## config.mk

```make
export PLATFORM = sky130hd
export DESIGN_NAME = inst_fetch_flat
export DESIGN_NICKNAME = d
export VERILOG_FILES = /design/src/rtl/inst_fetch_if.sv /design/src/rtl/inst_fetch.sv /design/src/flat_wrapper.sv
export SDC_FILE = /design/constraint.sdc
export NUM_CORES = 1
export LEC_CHECK = 0
export CORE_MARGIN = 3
export CORE_UTILIZATION = 50
export DETAILED_ROUTE_END_ITERATION = 12
export GPL_TIMING_DRIVEN = 0
export PLACE_DENSITY = 0.79
export REMOVE_ABC_BUFFERS = 1
export SLEW_MARGIN = 40
export SYNTH_ARGS = -nofsm -noshare
export SYNTH_HDL_FRONTEND = slang
export SYNTH_SLANG_ARGS = --single-unit
```

## constraint.sdc

```tcl
create_clock -name clk -period 3.4 [get_ports clk]
set_input_delay 0.68 -clock clk [delete_from_list [all_inputs] [get_ports clk]]
set_output_delay 0.68 -clock clk [all_outputs]
set_load 0.005 [all_outputs]
```

## src/rtl/inst_fetch_if.sv

```systemverilog
// Fetch-unit bus: instruction-memory port plus the decode handshake and the
// redirect request from execute. The fetch unit is the master.
interface inst_fetch_if;
  logic [31:0] imem_pc;
  logic [31:0] imem_instr;
  logic        redirect_valid;
  logic [31:0] redirect_pc;
  logic        if_valid;
  logic        if_ready;
  logic [31:0] if_instr;
  logic [31:0] if_pc;
  logic        if_fault;

  modport master (
    output imem_pc, if_valid, if_instr, if_pc, if_fault,
    input  imem_instr, redirect_valid, redirect_pc, if_ready
  );

  modport slave (
    input  imem_pc, if_valid, if_instr, if_pc, if_fault,
    output imem_instr, redirect_valid, redirect_pc, if_ready
  );
endinterface

```

## src/rtl/inst_fetch.sv

```systemverilog
// Instruction fetch unit: owns the fetch PC, reads a combinational
// instruction memory, buffers words in a small circular queue and hands them
// to decode over valid/ready. Redirects flush the queue; bad PCs produce a
// single fault entry and stop fetching until the next redirect.
module inst_fetch #(
  parameter logic [31:0] RESET_PC       = 32'h0000_0000,
  parameter int unsigned MEM_SIZE_BYTES = 1024,
  parameter int unsigned QUEUE_DEPTH    = 2
) (
  input  logic         clk,
  input  logic         reset,
  inst_fetch_if.master bus
);

  localparam int unsigned          PTR_W    = (QUEUE_DEPTH > 1) ? $clog2(QUEUE_DEPTH) : 1;
  localparam int unsigned          CNT_W    = $clog2(QUEUE_DEPTH + 1);
  localparam logic [31:0]          LAST_PC  = 32'(MEM_SIZE_BYTES - 4);
  localparam logic [CNT_W-1:0]     DEPTH_C  = CNT_W'(QUEUE_DEPTH);
  localparam logic [PTR_W-1:0]     LAST_PTR = PTR_W'(QUEUE_DEPTH - 1);
  localparam logic [31:0]          NOP_INSTR = 32'h0000_0013;

  localparam logic [0:0] ST_FETCH = 1'b0;
  localparam logic [0:0] ST_HALT  = 1'b1;

  logic [0:0]       r_state;
  logic [31:0]      r_fetch_pc;
  logic [CNT_W-1:0] r_count;
  logic [PTR_W-1:0] r_rd_ptr;
  logic [PTR_W-1:0] r_wr_ptr;

  logic [31:0]      r_q_pc    [QUEUE_DEPTH];
  logic [31:0]      r_q_instr [QUEUE_DEPTH];
  logic             r_q_fault [QUEUE_DEPTH];

  logic             w_fault;
  logic             w_pop;
  logic             w_push;
  logic [31:0]      w_entry_instr;

  // Circular-buffer pointer increment with wrap at QUEUE_DEPTH.
  function automatic logic [PTR_W-1:0] ptr_inc(input logic [PTR_W-1:0] p);
    return (p == LAST_PTR) ? '0 : p + 1'b1;
  endfunction

  // Misaligned or beyond the last word of memory (unsigned compare).
  assign w_fault = (r_fetch_pc[1:0] != 2'b00) || (r_fetch_pc > LAST_PC);

  assign bus.if_valid = (r_count != '0);
  assign w_pop        = bus.if_valid && bus.if_ready;

  // A full queue can still take a push when the head leaves this cycle.
  // Redirect voids everything, so it masks the push here.
  assign w_push = (r_state == ST_FETCH) && !bus.redirect_valid &&
                  ((r_count < DEPTH_C) || w_pop);

  assign w_entry_instr = w_fault ? NOP_INSTR : bus.imem_instr;

  assign bus.imem_pc  = r_fetch_pc;
  assign bus.if_pc    = r_q_pc[r_rd_ptr];
  assign bus.if_instr = r_q_instr[r_rd_ptr];
  assign bus.if_fault = r_q_fault[r_rd_ptr];

  // Fetch PC, FSM, queue pointers and occupancy.
  // NOTE: sequential state uses non-blocking (<=) so every register samples
  // the pre-edge values regardless of statement order.
  always_ff @(posedge clk or negedge reset) begin
    if (!reset) begin
      r_state    <= ST_FETCH;
      r_fetch_pc <= RESET_PC;
      r_count    <= '0;
      r_rd_ptr   <= '0;
      r_wr_ptr   <= '0;
    end else if (bus.redirect_valid) begin
      r_state    <= ST_FETCH;
      r_fetch_pc <= bus.redirect_pc;
      r_count    <= '0;
      r_rd_ptr   <= '0;
      r_wr_ptr   <= '0;
    end else begin
      if (w_push) begin
        r_wr_ptr <= ptr_inc(r_wr_ptr);
        if (w_fault) begin
          r_state <= ST_HALT;
        end else begin
          r_fetch_pc <= r_fetch_pc + 32'd4;
        end
      end
      if (w_pop) begin
        r_rd_ptr <= ptr_inc(r_rd_ptr);
      end
      case ({w_push, w_pop})
        2'b10:   r_count <= r_count + 1'b1;
        2'b01:   r_count <= r_count - 1'b1;
        default: r_count <= r_count;
      endcase
    end
  end

  // Queue storage: write the fetched (or fault) entry at the tail.
  // NOTE: the entries are reset because the head drives if_* directly and
  // those outputs must read zero out of reset.
  always_ff @(posedge clk or negedge reset) begin
    if (!reset) begin
      for (int i = 0; i < int'(QUEUE_DEPTH); i++) begin
        r_q_pc[i]    <= '0;
        r_q_instr[i] <= '0;
        r_q_fault[i] <= 1'b0;
      end
    end else if (w_push) begin
      r_q_pc[r_wr_ptr]    <= r_fetch_pc;
      r_q_instr[r_wr_ptr] <= w_entry_instr;
      r_q_fault[r_wr_ptr] <= w_fault;
    end
  end

endmodule

```

## src/flat_wrapper.sv

```systemverilog
// flat-port wrapper written by rule: the top's interface ports become plain ports
module inst_fetch_flat 
#(
  parameter logic [31:0] RESET_PC       = 32'h0000_0000,
  parameter int unsigned MEM_SIZE_BYTES = 1024,
  parameter int unsigned QUEUE_DEPTH    = 2
)
  (clk, reset, bus_imem_pc, bus_if_valid, bus_if_instr, bus_if_pc, bus_if_fault, bus_imem_instr, bus_redirect_valid, bus_redirect_pc, bus_if_ready);
  inst_fetch_if bus_i ();
  input  logic clk;
  input  logic reset;
  output wire logic [$bits(bus_i.imem_pc)-1:0] bus_imem_pc;
  output wire logic [$bits(bus_i.if_valid)-1:0] bus_if_valid;
  output wire logic [$bits(bus_i.if_instr)-1:0] bus_if_instr;
  output wire logic [$bits(bus_i.if_pc)-1:0] bus_if_pc;
  output wire logic [$bits(bus_i.if_fault)-1:0] bus_if_fault;
  input wire logic [$bits(bus_i.imem_instr)-1:0] bus_imem_instr;
  input wire logic [$bits(bus_i.redirect_valid)-1:0] bus_redirect_valid;
  input wire logic [$bits(bus_i.redirect_pc)-1:0] bus_redirect_pc;
  input wire logic [$bits(bus_i.if_ready)-1:0] bus_if_ready;
  assign bus_imem_pc = bus_i.imem_pc;
  assign bus_if_valid = bus_i.if_valid;
  assign bus_if_instr = bus_i.if_instr;
  assign bus_if_pc = bus_i.if_pc;
  assign bus_if_fault = bus_i.if_fault;
  assign bus_i.imem_instr = bus_imem_instr;
  assign bus_i.redirect_valid = bus_redirect_valid;
  assign bus_i.redirect_pc = bus_redirect_pc;
  assign bus_i.if_ready = bus_if_ready;
  inst_fetch #(.RESET_PC(RESET_PC), .MEM_SIZE_BYTES(MEM_SIZE_BYTES), .QUEUE_DEPTH(QUEUE_DEPTH)) u_core (.clk(clk), .reset(reset), .bus(bus_i));
endmodule
```

==> metrics.csv <==
stage,metric,value,unit
sta,period_needed,3.012,ns
clocking,cts_hold_buffers,0,
clocking,numCtsBuffers,17,
setup_path,arrival,2.33,ns
global_routing,gr-usage-met3,0.06884,
global_routing,grtUsageMet1,0.2670,
die,start_util,0.5156,
sta,fmaxAchievable,0.3320,GHz
global_routing,grt_overflow,0,
power_and_ir_drop,seq_power_share,0.450,
yosys,yosysSeqAreaShare,0.5514,
setup_path,slowest_delay,0.76,ns
clocking,cts_resized,0,
setup_path,worst-setup-path-type,register to primary output,
setup_path,path_delay_family,buffers and inverters,
sta,setup_viol,0,
power_and_ir_drop,switching_share,0.2453,
layout,n_antenna_cell,0,
outcome,outcome,finished clean,
die,die_area,16670,sq um
global_routing,grt_usage,0.2147,
clocking,cts.sinks,167,
global_routing,grt_max_degree,67,
die,core_area,14700,sq um
setup_path,required,2.72,ns
yosys,yosys_register_bits,167,
die,io_pins,166,
clocking,cts_root_buf,clkbuf_16,
setup_path,cp_cell_sequence,"buf_12, mux2_2, clkdlybuf4s50_1",
die,die-height,129.1,um
setup_path,crit_slowest_cell,dfrtp_4,
layout,nNetsFinal,843,
setup_path,regToRegEndpoint,u_core.r_q_instr[35]$_DFFE_PN0P_,
sta,finalWorstSetupSlack,0.3880,ns
die,die_x,129.1,um
power_and_ir_drop,power_density,559.2,nW/um^2
setup_path,cp-start-kind,register,
yosys,synth_cells,618,
setup_path,r2r_start,u_core.r_state$_DFFE_PN0P_,
detailed_routing,via_per_inst,5.531,
setup_path,r2r_cells,7,
power_and_ir_drop,peakVddDrop,0.3618,mV
detailed_routing,wl_per_cell,18.09,um
detailed_routing,drtPass1Iterations,5,
power_and_ir_drop,clockPowerShare,0.336,
setup_path,r2r_slack,0.94,ns
yosys,ys_warn_count,0,
sta,rsz0062_at_grt,no,
power_and_ir_drop,combPwrFrac,0.214,
yosys,ys_types,40,
placed_design,dp_hpwl,12.09,mm
hold_path,hold_path_class,input pin to asynchronous set/reset pin,
detailed_routing,drc_errors,0,
detailed_routing,ant_nets,0,
power_and_ir_drop,p_switching,1390,uW
setup_path,critical_path_buf_inv_count,2,
clocking,cts_buffer_depth,2,
sta,fin_crit_sh,0.8859,
sta,slew_violations,0,
sta,hold_viol_final,0,
placed_design,place_ws,0.07675,ns
detailed_routing,drt_wl_total,17.56,mm
clocking,cts-htree-levels,4,
global_routing,grtUsageMet2,0.3561,
clocking,post-cts-setup-buffers,0,
setup_path,startpoint,u_core.r_rd_ptr$_DFFE_PN0P_,
placed_design,port_buffers,165,
global_routing,grt_pass1_wl,28.44,mm
yosys,syn_area,7579,sq um
sta,worst_pin_slew,0.5655,ns
setup_path,critPathMaxFanout,34,
detailed_routing,drt_iter0_markers,371,
power_and_ir_drop,intPower,4276,uW
global_routing,busiest_layer,met2,
setup_path,end_kind,primary output,
layout,drive_above_1_share,0.2846,
power_and_ir_drop,finalPower,5666,uW
yosys,avgSynthCellArea,12.26,sq um
detailed_routing,vias,5371,
sta,slew_headroom,0.6219,
power_and_ir_drop,leakagePower,0.004322,uW
flow_run,maxCapViolCount,0,
global_routing,grt_pass1_vias,5703,
clocking,cts_tree,done,
sta,final.setup_skew,0.008052,ns
clocking,cts.clk_slew.worst_paths,0.06,ns
die,num_rows,44,
layout,syn_to_final_growth,33.70,%
global_routing,antenna_found_initial,0,
placed_design,place_congestion,0.7812,
clocking,clkLatencyLatePin,0.42,ns
-- registers in the layout, summed over array words and instances, names as in the netlist --
name,count
u_core.bus.imem_pc,32
u_core.r_q_fault,2
u_core.r_count,2
u_core.r_state,1
u_core.r_q_pc,64
u_core.r_q_instr,64
u_core.r_rd_ptr,1
u_core.r_wr_ptr,1
-- cell usage in the layout, fill, tap and decap left out, types with 3 or more instances in the layout --
master / count
nor4_1: 4
o31ai_1: 42
buf_12: 4
mux2_2: 150
o31ai_2: 20
nand2_1: 75
a31oi_1: 4
clkbuf_1: 4
clkdlybuf4s50_1: 163
nand4_1: 6
dfrtp_1: 166
nor3_1: 3
clkbuf_8: 4
buf_4: 7
o211ai_1: 3
o21ai_0: 12
nand3_1: 5
nor2b_1: 3
buf_6: 3
inv_1: 34
nor2_1: 12
clkinvlp_4: 3
clkbuf_16: 17
or4_1: 6
buf_16: 4
-- power groups by stage --
| stage | Sequential (uW) | Clock [uW] | Combinational (uW) |
|---|---|---|---|
| after floorplan | 2520 | 0 | 587 |
| after global placement | 2560 | 0 | 1160 |
| after detailed placement | 2580 | 0 | 1220 |
| after CTS | 2550 | 1940 | 1230 |
| after global routing | 2600 | 2020 | 1320 |
| final | 2550 | 1900 | 1210 |
-- final cells by class --
type | instances | area [sq um]
Multi-Input combinational cell | 371 | 3075
Clock inverter | 7 | 92.59
Timing Repair Buffer | 183 | 1928
Clock buffer | 25 | 495.5
Fill cell | 1028 | 4567
Sequential cell | 167 | 4183
Inverter | 34 | 127.6
Tap cell | 184 | 230.2
-- how the worst max path moves through the flow --
stage	end	slack [ns]	depth (start not counted)
detailed placement	u_core.r_q_instr[35]$_DFFE_PN0P_	0.08	8
finish	bus_if_pc[8]	0.39	3
floorplan	u_core.r_q_pc[32]$_DFFE_PN0P_	-0.67	3
CTS	bus_if_pc[8]	0.34	3
global route	bus_if_pc[8]	0.29	3
global placement	u_core.r_q_pc[28]$_DFFE_PN0P_	-4.76	1
-- metrics by stage --
step	utilization	hold slack, ns	cells	setup TNS, ns	cell area, sq um
finish	0.6893	0.1567	971	0	10130
global placement	0.6292	0.4531	921	-1288.63	9249
detailed placement	0.6493	0.4602	939	0	9544
CTS	0.6893	0.1562	971	0	10130
floorplan	-	0.3844	572	-56.54	7367
global route	0.6893	0.1697	971	0	10130
-- cell families (layout without fill, tap and decap cells) --
group | after synthesis | in the layout | share of synthesized area
fa+ha+maj | 1 | 1 | 0.001651
xor+xnor | 2 | 2 | 0.002312
compound gates | 91 | 91 | 0.09906
buf+inv | 80 | 249 | 0.04474
mux | 150 | 150 | 0.2229
flops | 167 | 167 | 0.5514
simple gates | 127 | 127 | 0.07793
-- synthesized netlist by cell type --
| cell type | instances | area share |
|---|---|---|
| dfrtp_1 | 167 | 0.55 |
| mux2_2 | 150 | 0.22 |
| nand2_1 | 75 | 0.037 |
| o31ai_1 | 42 | 0.042 |
| inv_1 | 34 | 0.017 |
| clkbuf_1 | 24 | 0.012 |
| o31ai_2 | 20 | 0.033 |
| buf_2 | 16 | 0.011 |
| nor2_1 | 12 | 0.0059 |
| o21ai_0 | 12 | 0.0079 |
| nand3_1 | 6 | 0.0040 |
| nand4_1 | 6 | 0.0050 |
| or4_1 | 6 | 0.0059 |
| a31oi_1 | 4 | 0.0033 |
| nor4_1 | 4 | 0.0033 |
| buf_1 | 3 | 0.0015 |
| nor2b_1 | 3 | 0.0025 |
| nor3_1 | 3 | 0.0020 |
| o211ai_1 | 3 | 0.0030 |
| a211oi_1 | 2 | 0.0020 |
| a21oi_1 | 2 | 0.0013 |
| a2bb2oi_1 | 2 | 0.0023 |
| and3_1 | 2 | 0.0017 |
| buf_6 | 2 | 0.0030 |
| nor4_2 | 2 | 0.0033 |
| o41ai_1 | 2 | 0.0023 |
| and2_1 | 1 | 0.00083 |
| buf_4 | 1 | 0.00099 |
| ha_1 | 1 | 0.0017 |
| nand2b_1 | 1 | 0.00083 |
| nand3b_1 | 1 | 0.00099 |
| nand4b_1 | 1 | 0.0012 |
| nor3b_1 | 1 | 0.00099 |
| o22a_1 | 1 | 0.0012 |
| o31a_1 | 1 | 0.0012 |
| or2_1 | 1 | 0.00083 |
| or2_2 | 1 | 0.00083 |
| or3_1 | 1 | 0.00083 |
| xnor2_1 | 1 | 0.0012 |
| xor2_1 | 1 | 0.0012 |
-- metal layers --
| metal | up-vias | share of wire |
|---|---|---|
| met3 | 20 | 0.077 |
| met4 | 0 | 0.015 |
| li1 | 2510 | - |
| met2 | 189 | 0.48 |
| met1 | 2652 | 0.43 |
| met5 | - | 0 |
Power figures use the tool's default switching activity.
